File: config.mk
export PLATFORM = sky130hd
export DESIGN_NAME = sdram_burst_sequencer
export DESIGN_NICKNAME = d
export VERILOG_FILES = /design/src/rtl/sdram_burst_sequencer_pkg.sv /design/src/rtl/sdram_seq_sync.sv /design/src/rtl/sdram_burst_sequencer.sv
export SDC_FILE = /design/constraint.sdc
export NUM_CORES = 1
export LEC_CHECK = 0
export CAP_MARGIN = 20
export CORE_MARGIN = 2
export CORE_UTILIZATION = 40
export CTS_CLUSTER_DIAMETER = 100
export DETAILED_ROUTE_END_ITERATION = 10
export PLACE_DENSITY = 0.78
export REMOVE_ABC_BUFFERS = 1
export SLEW_MARGIN = 10
export SYNTH_ARGS = -nofsm -noshare
export SYNTH_HDL_FRONTEND = slang
export SYNTH_SLANG_ARGS = --single-unit
File: constraint.sdc
create_clock -name clk -period 2.2 [get_ports clk]
set_input_delay 0.22 -clock clk [delete_from_list [all_inputs] [get_ports clk]]
set_output_delay 0.22 -clock clk [all_outputs]
set_load 0.02 [all_outputs]
File: src/rtl/sdram_burst_sequencer_pkg.sv
// Shared state encoding and error codes for the multi-channel SDRAM burst sequencer.
// Pure declarations: no latency or backpressure of its own.
package sdram_burst_sequencer_pkg;

    typedef enum logic [2:0] {
        S_IDLE,
        S_ARB,
        S_SETUP,
        S_START,
        S_WAIT_HI,
        S_WAIT_LO,
        S_CLOSE,
        S_RELEASE
    } state_t;

    localparam logic [1:0] ERR_NONE     = 2'd0;
    localparam logic [1:0] ERR_WINDOW   = 2'd1;
    localparam logic [1:0] ERR_TIMEOUT  = 2'd2;
    localparam logic [1:0] ERR_CONFLICT = 2'd3;

endpackage

File: src/rtl/sdram_seq_sync.sv
// SYNC-deep bit synchroniser bank for asynchronous level inputs.
// Latency SYNC clk per bit; no flow control, every bit is sampled every cycle.
module sdram_seq_sync #(
    parameter int W    = 1,
    parameter int SYNC = 2
) (
    input  logic         clk,
    input  logic         rst,
    input  logic [W-1:0] d,
    output logic [W-1:0] q
);

    logic [W-1:0] stage [SYNC];

    always_ff @(posedge clk or posedge rst) begin
        if (rst) begin
            for (int i = 0; i < SYNC; i++) stage[i] <= '0;
        end else begin
            stage[0] <= d;
            for (int i = 1; i < SYNC; i++) stage[i] <= stage[i-1];
        end
    end

    assign q = stage[SYNC-1];

endmodule

File: src/rtl/sdram_burst_sequencer.sv
// Round-robin arbiter + burst FSM driving the SDRAM core start/flag handshake, ping-pong bank and FIFO clear.
// Latency: synced request -> start_* in 3 clk; core backpressure is the flag handshake, bounded by a TIMEOUT watchdog.
module sdram_burst_sequencer
    import sdram_burst_sequencer_pkg::*;
#(
    parameter int ADDR_W  = 16,
    parameter int NCH     = 2,
    parameter int TIMEOUT = 65535,
    parameter int SYNC    = 2
) (
    input  logic                  clk,
    input  logic                  RST,
    input  logic [NCH-1:0]        req_wr,
    input  logic [NCH-1:0]        req_rd,
    input  logic [NCH*ADDR_W-1:0] wr_begin_in,
    input  logic [NCH*ADDR_W-1:0] wr_end_in,
    input  logic [NCH*ADDR_W-1:0] rd_begin_in,
    input  logic [NCH*ADDR_W-1:0] rd_end_in,
    input  logic                  flag_wr,
    input  logic                  flag_rd,
    input  logic                  err_clr,
    output logic                  start_wr,
    output logic                  start_rd,
    output logic [ADDR_W-1:0]     addr_begin,
    output logic [ADDR_W-1:0]     addr_end,
    output logic [NCH-1:0]        grant,
    output logic [NCH-1:0]        done,
    output logic                  bank,
    output logic                  clr,
    output logic                  err,
    output logic [1:0]            err_code
);

    localparam int PW = (NCH > 1) ? $clog2(NCH) : 1;
    localparam int CW = $clog2(TIMEOUT + 1);
    localparam logic [CW-1:0] CNT_LAST = CW'(TIMEOUT - 1);

    logic [NCH-1:0] wr_s, rd_s, both_q, eligible, finish_mask;
    logic           flag_wr_s, flag_rd_s, flag_s;
    logic           found, bad_win, tmo_exit, in_wait;
    logic [PW-1:0]  rr, cur, pick;
    logic           op_wr;
    logic [CW-1:0]  cnt;
    logic [1:0]     ev_code;
    state_t         state, state_nxt;

    sdram_seq_sync #(.W(2*NCH+2), .SYNC(SYNC)) u_sync (
        .clk (clk),
        .rst (RST),
        .d   ({req_wr, req_rd, flag_wr, flag_rd}),
        .q   ({wr_s, rd_s, flag_wr_s, flag_rd_s})
    );

    // A channel asking for both directions, or already done, is never eligible.
    always_comb begin
        eligible = (wr_s ^ rd_s) & ~done;
        found    = 1'b0;
        pick     = '0;
        for (int k = 0; k < NCH; k++) begin
            if (!found && eligible[(int'(rr) + k) % NCH]) begin
                found = 1'b1;
                pick  = PW'((int'(rr) + k) % NCH);
            end
        end
    end

    always_ff @(posedge clk or posedge RST) begin
        if (RST) state <= S_IDLE;
        else     state <= state_nxt;
    end

    always_comb begin
        state_nxt   = state;
        flag_s      = op_wr ? flag_wr_s : flag_rd_s;
        bad_win     = addr_begin > addr_end;
        in_wait     = (state == S_WAIT_HI) || (state == S_WAIT_LO);
        tmo_exit    = (cnt == CNT_LAST) &&
                      (((state == S_WAIT_HI) && !flag_s) || ((state == S_WAIT_LO) && flag_s));
        start_wr    = op_wr  && ((state == S_START) || (state == S_WAIT_HI));
        start_rd    = !op_wr && ((state == S_START) || (state == S_WAIT_HI));
        clr         = !(op_wr && ((state == S_SETUP) || (state == S_START) || in_wait));
        finish_mask = '0;
        ev_code     = ERR_NONE;
        case (state)
            S_IDLE:    if (found) state_nxt = S_ARB;
            S_ARB:     state_nxt = bad_win ? S_RELEASE : S_SETUP;
            S_SETUP:   state_nxt = S_START;
            S_START:   state_nxt = S_WAIT_HI;
            S_WAIT_HI: if (flag_s) state_nxt = S_WAIT_LO;
                       else if (tmo_exit) state_nxt = S_RELEASE;
            S_WAIT_LO: if (!flag_s) state_nxt = S_CLOSE;
                       else if (tmo_exit) state_nxt = S_RELEASE;
            S_CLOSE:   state_nxt = S_RELEASE;
            S_RELEASE: state_nxt = S_IDLE;
            default:   state_nxt = S_IDLE;
        endcase
        if ((state == S_CLOSE) || ((state == S_ARB) && bad_win) || tmo_exit) finish_mask = grant;
        // Conflict fires once per rising both-set condition so err_clr can take effect.
        if (|(wr_s & rd_s & ~both_q)) ev_code = ERR_CONFLICT;
        if ((state == S_ARB) && bad_win) ev_code = ERR_WINDOW;
        if (tmo_exit) ev_code = ERR_TIMEOUT;
    end

    always_ff @(posedge clk or posedge RST) begin
        if (RST) begin
            rr         <= '0;
            cur        <= '0;
            op_wr      <= 1'b0;
            grant      <= '0;
            addr_begin <= '0;
            addr_end   <= '0;
            cnt        <= '0;
            done       <= '0;
            bank       <= 1'b0;
            err        <= 1'b0;
            err_code   <= ERR_NONE;
            both_q     <= '0;
        end else begin
            both_q <= wr_s & rd_s;
            done   <= (done & (wr_s | rd_s)) | finish_mask;
            if ((state == S_IDLE) && found) begin
                cur   <= pick;
                grant <= NCH'(1) << pick;
                op_wr <= wr_s[pick];
                if (wr_s[pick]) begin
                    addr_begin <= wr_begin_in[int'(pick)*ADDR_W +: ADDR_W];
                    addr_end   <= wr_end_in[int'(pick)*ADDR_W +: ADDR_W];
                end else begin
                    addr_begin <= rd_begin_in[int'(pick)*ADDR_W +: ADDR_W];
                    addr_end   <= rd_end_in[int'(pick)*ADDR_W +: ADDR_W];
                end
            end
            if (state == S_START) cnt <= '0;
            else if (in_wait)     cnt <= cnt + 1'b1;
            if ((state == S_CLOSE) && op_wr) bank <= ~bank;
            if (state == S_RELEASE) begin
                grant <= '0;
                rr    <= (cur == PW'(NCH - 1)) ? '0 : cur + 1'b1;
            end
            if (ev_code != ERR_NONE) begin
                err <= 1'b1;
                if (!err || err_clr) err_code <= ev_code;
            end else if (err_clr) begin
                err      <= 1'b0;
                err_code <= ERR_NONE;
            end
        end
    end

endmodule

==> run summary, run 1 <==
Power Dens Cells: 1111 nW/um^2
Skew-Pair Late Insertion Delay: 0.33 ns
Final Skew: 0.007723 ns
status: completed
Peak VDD IR: 0.0006080 V
Synth Instances: 500
Seq/Total Area, Yosys: 42.02%
initial antenna violation count: 0
Die Footprint: 12,180 sq um
synth top area cells: dfrtp_1 (42%), o21ai_0 (8.6%), mux2_2 (8.0%), nand2_1 (7.4%), mux2i_1 (7.3%)
RR Endpoint: state[0]
H-tree depth: 3
CP Launch Point: state[2]
Crit Path Max Fanout: 10
period utilization: 96.28%
GPL Wtd Cong: 0.9617
post-route core utilization: 63.51%
Final Non-Filler Cells: 833
Synth top area share: 42.02%
CTS tree: yes
most frequent cell after synthesis: nand2_1
Yosys warnings: 0
Seq cells post-synth: 76
die height: 110.4 um
WP data arrival: 1.90 ns
post-DR vias/cell: 5.066
Buffers on Ports: 179
Async SR Flop Fraction: 100.0%
Starting Density: 41.38%
Worst-Margin Slew: 0.5391 ns
Avg Cell Area, Syn: 9.051 sq um
worst setup path endpoint: start_rd
Post-synth EDFFs: 0
final wirelength: 12.37 mm
drt pass-1 iters: 4
GRT Total Usage: 21.38%
Hold Vio Cnt, Final: 0
maximum clock frequency: 472.1 MHz
share of cells above drive strength 1: 13.01%
setup TNS: 0 ns
R2R depth: 8
Period minus WS final: 2.118 ns
first-pass GRT wire length: 20.25 mm
I/O pins: 180
DR iter-0 viols: 182
HPWL Detailed: 9.719 mm
startpoint types: flip-flop
largest net degree at the start of global routing: 77
area leader, netlist: dfrtp_1
vias in the first global route: 4,420
max-cap check violation count: 0
CTS Root Cell: clkbuf_16
nets@finish: 846
Synth Flop Type: dfrtp_1
Cells after DPL: 815
Critical R2R Launch: cnt[0]
total power: 7.720 mW
Overflow after GRT: 0
leakage: 3.105 nW
Placed Area: 6604 sq um
average wire per standard cell: 14.85 um
Worst-path clk slew: 0.06 ns
CTS buffer count: 9
WP data required: 1.98 ns
# setup viols final: 0
Sinks on Clock Net: 76
Mapped Area: 4526 sq um
Worst setup EP type: primary output
drt drc: 0
Core Region: 10,940 sq um
vias after detailed routing: 4,220
DRT antenna net count: 0
R2R Setup Slk: 0.12 ns
Rel. slew slack: 64.06%
area grow syn2layout: 53.47%
max-slew violation count: 0
Setup CP Type: flip-flop to primary output
post-synthesis cell type count: 43
Die X-Extent: 110.4 um
post-layout instance area: 6945 sq um
Hold WC Path Type: primary input to asynchronous set/reset pin
Row Count: 38
top cells by count, synth: nand2_1 (89), o21ai_0 (78), dfrtp_1 (76)
unrepaired setup endpoints after global routing: false
Clock Tree Buf Depth: 2
worst min-delay path by stage:
stage | to | depth (start not counted)
after CTS | addr_end[1] | 3
after global placement | u_sync.q[0] | 0
after detailed placement | u_sync.q[2] | 0
after floorplan | u_sync.stage[10] | 0
final | addr_end[1] | 3
after global routing | addr_end[1] | 3
per-stage QoR:
stage	hold slack (ns)	setup slack [ns]
after floorplan	0.2514	-2.054
after global placement	0.3358	0.1132
after detailed placement	0.3355	0.06093
after CTS	0.3259	0.009366
after global routing	0.3320	0.0006901
final	0.2878	0.08176
timing repair:
item                                    in CTS  in global routing
pin swaps                                    0                  3
resized for setup                            1                 11
endpoints found under the setup margin       2                  9
hold buffers                                 0                  0
setup buffers                                0                  1
kinds of logic after synthesis:
family                     share of synthesized area (%)
and+or+nand+nor                                    15.18
AOI/OAI and AO/OA                                  13.35
DFF                                                42.02
muxes                                              15.26
buffers and inverters                              5.198
adders and majority gates                          6.082
xor gates and xnor gates                           2.903
critical path, cell delays in order, from the launching register on:
cell,delay (ns)
dfrtp_2,0.49
and3b_2,0.32
a21oi_1,0.07
nor2_1,0.10
clkdlybuf4s50_1,0.61
cells in the final DEF, fill, tap and decap left out, types with 3 or more instances in the layout:
| master | synthesis | routed |
|---|---|---|
| buf_4 | 0 | 21 |
| o21ai_0 | 78 | 78 |
| clkdlybuf4s50_1 | 0 | 178 |
| xnor2_1 | 5 | 5 |
| clkbuf_16 | 0 | 9 |
| nand3_1 | 8 | 8 |
| buf_12 | 0 | 3 |
| dfrtp_2 | 0 | 4 |
| nor2_1 | 27 | 27 |
| mux2i_1 | 33 | 33 |
| nand4_1 | 7 | 7 |
| nand2_1 | 89 | 87 |
| ha_1 | 22 | 21 |
| a21oi_1 | 15 | 15 |
| xor2_1 | 10 | 10 |
| inv_1 | 32 | 31 |
| nor2b_1 | 6 | 5 |
| mux2_2 | 32 | 32 |
| nor3_1 | 4 | 4 |
| dfrtp_1 | 76 | 72 |
layout make-up:
cell class,count,area (sq um)
tap,140,175.2
antenna,1,2.502
clock inverter,3,21.27
inverter,32,121.4
sequential,76,1907
fill,900,3990
multi-input combinational,365,2446
clock buffer,13,260.3
timing repair buffer,203,2012
layer usage:
metal	vias up	global-route usage [%]	part of all wire (%)
li1	2097	-	-
met1	1949	23.64	38
met2	147	39.40	52
met3	27	5.526	7.8
met4	0	7.679	2.2
met5	-	0	0
flip-flops by register name, indices dropped and copies added, names as in the netlist, 2 cells and up:
name and count:
grant 2, addr_begin 16, err_code 2, both_q 2
done 2, state 3, u_sync.q 6, u_sync.stage 6
cnt 16, addr_end 16
where the power goes:
group	leakage (nW)	switching [mW]	internal [mW]	total, mW
clock network	0.136	0.547	0.826	1.37
registers	0.945	0.444	1.87	2.31
logic	2.02	2.14	1.89	4.04
total	3.10	3.13	4.59	7.72
(Power assumes the default switching activity.)
==> inputs of run 2 (changes only) <==
- PLACE_DENSITY: 0.78 -> 0.75
- clock period: 2.2 -> 2 ns (I/O delays scaled with it)
==> run summary, run 2 (synthesis gave the netlist of run 1 again) <==
vias in the first global route: 4,616 (+4.4%)
GRT Total Usage: 22.20% (+0.82 points)
average wire per standard cell: 15.09 um (+1.6%)
R2R Setup Slk: -0.07 ns (-0.19 ns)
Peak VDD IR: 0.0007483 V (+23%)
most common cell after layout, fill and taps aside: clkdlybuf4s50_1
cts hold-fix bufs: 0 (unchanged)
failing checks: negative setup slack
WP data arrival: 2.26 ns (+0.36 ns)
# setup viols final: 4 (+4)
Critical R2R Launch: addr_end[13]
most frequent cells in the layout: clkdlybuf4s50_1 (176), nand2_1 (87), o21ai_0 (76)
share of cells above drive strength 1: 17.88% (+4.9 points)
Hold WC Path Type: primary input to asynchronous set/reset pin
Placed Area: 6857 sq um (+3.8%)
HPWL Detailed: 10.25 mm (+5.5%)
switch share: 38.61% (-2.0 points)
max-cap check violation count: 0 (unchanged)
Clock Tree Buf Depth: 2 (unchanged)
Worst-Margin Slew: 0.5709 ns (+0.03184 ns)
GPL Wtd Cong: 0.8598 (-11%)
period utilization: 103.4%
Hold Vio Cnt, Final: 0 (unchanged)
Psw: 3.607 mW (+15%)
Rel. slew slack: 61.94% (-2.1 points)
Period minus WS final: 2.068 ns
Worst-path clk slew: 0.06 ns (about the same)
leakage: 3.296 nW (+6.2%)
Core Region: 10,940 sq um (unchanged)
CTS tree: yes
R2R depth: 9 (+1)
Final Non-Filler Cells: 867 (+4.1%)
n_diodes: 0 (-1)
clock share of power: 18.4% (+0.6 points)
part of the power in registers: 25.9% (-4.0 points)
post-DR vias/cell: 5.096 (+0.59%)
Comb pwr share: 55.6% (+3.3 points)
Power Dens Cells: 1282 nW/um^2 (+15%)
worst setup margin: -0.06812 ns (-0.1499 ns)
Sinks on Clock Net: 76 (unchanged)
initial antenna violation count: 0 (unchanged)
final wirelength: 13.08 mm (+5.7%)
CTS Root Cell: clkbuf_16
Die Footprint: 12,180 sq um (unchanged)
Crit Path Max Fanout: 5 (-5)
I/O pins: 180 (unchanged)
maximum clock frequency: 483.5 MHz
Die X-Extent: 110.4 um (unchanged)
DR iter-0 viols: 165 (-9.3%)
drt drc: 0 (unchanged)
Internal: 5.736 mW (+25%)
WP data required: 2.19 ns (+0.21 ns)
Row Count: 38 (unchanged)
Setup CP Type: flip-flop to flip-flop
Buffers on Ports: 179 (unchanged)
CTS buffer count: 9 (unchanged)
startpoint types: flip-flop
status: finished, violations left
largest net degree at the start of global routing: 67 (-13%)
vias after detailed routing: 4,418 (+4.7%)
Overflow after GRT: 0 (unchanged)
max-slew violation count: 0 (unchanged)
Largest regs: addr_begin (16), addr_end (16), cnt (16)
nets@finish: 881 (+4.1%)
Cells after DPL: 847 (+3.9%)
first-pass GRT wire length: 21.15 mm (+4.4%)
drt pass-1 iters: 4 (unchanged)
RR Endpoint: done[0]
Skew-Pair Late Insertion Delay: 0.33 ns (about the same)
area grow syn2layout: 60.96%
Worst setup EP type: flip-flop
DRT antenna net count: 0 (unchanged)
unrepaired setup endpoints after global routing: true
die height: 110.4 um (unchanged)
post-layout instance area: 7284 sq um (+4.9%)
Starting Density: 41.38% (unchanged)
Final Skew: 0.007638 ns (-0.00008407 ns)
H-tree depth: 3 (unchanged)
## run 2: cell types whose count changed in the layout (fill, tap and decap cells not counted), sizes merged, moves of 2 or more
cell | previous run | this run
buf | 24 | 59
clkdlybuf4s50 | 178 | 176
bufinv | 0 | 2
dlygate4sd2 | 0 | 3
## run 2: repair_timing
| action | in CTS | in global routing |
|---|---|---|
| gates resized for setup | 8 | 13 |
| endpoints found under the setup margin | 7 | 43 |
| pin swaps | 2 | 7 |
| setup buffers | 0 | 4 |
## run 2: layer usage
layer	vias to the layer above	share of wire (%)	global-route usage (%)
met5	-	0	0
met4	0	2.4	7.321
met3	32	6.6	5.761
met2	157	52	40.97
met1	2062	39	24.73
li1	2167	-	-
## run 2: how the worst max path moves through the flow
stage	slack, ns	endpoint	start
floorplan	-2.25	addr_begin[4]	u_sync.q[4]
global placement	-0.06	done[1]	addr_begin[13]
detailed placement	-0.17	done[1]	addr_begin[13]
CTS	-0.002	done[1]	addr_begin[14]
global route	-0.22	done[0]	addr_end[12]
finish	-0.07	done[0]	addr_end[13]
## run 2: metrics by stage
| step | hold WS (ns) | worst slack, ns | utilization [%] | total power, mW | setup TNS [ns] |
|---|---|---|---|---|---|
| 2_1_floorplan | 0.2314 | -2.254 | - | 4.757 | -92.32 |
| 3_3_place_gp | 0.3339 | -0.06234 | 62.70 | 7.260 | -0.09752 |
| 3_5_place_dp | 0.3358 | -0.1674 | 62.70 | 7.390 | -0.3241 |
| 4_1_cts | 0.1858 | -0.001887 | 65.76 | 9.182 | -0.001887 |
| 5_1_grt | 0.2156 | -0.2237 | 66.61 | 10.04 | -1.197 |
| 6_report | 0.1786 | -0.06812 | 66.61 | 9.342 | -0.1595 |
## run 2: area by class of cell
type,instances,area (sq um)
fillers,865,3651
well taps,140,175.2
clock inverters,4,73.82
multi-input cells,365,2481
clock buffers,12,246.5
repair buffers,238,2281
inverters,32,121.4
flip-flops and latches,76,1906
## run 2: worst max-delay path, stage by stage, from the launching register on
cell	delay, ns
dfrtp_1	0.36
inv_1	0.08
ha_4	0.27
nand4_1	0.13
nor4_2	0.28
buf_4	0.16
a2111oi_0	0.08
buf_4	0.17
a221oi_4	0.29
o22ai_1	0.13
## run 2: power groups by stage
stage / registers [mW] / logic [mW] / clock network [mW]
4_1_cts: 2.41 / 5.02 / 1.75
3_3_place_gp: 2.39 / 4.87 / 0
6_report: 2.42 / 5.20 / 1.72
2_1_floorplan: 2.96 / 1.80 / 0
3_5_place_dp: 2.43 / 4.96 / 0
5_1_grt: 2.49 / 5.74 / 1.81
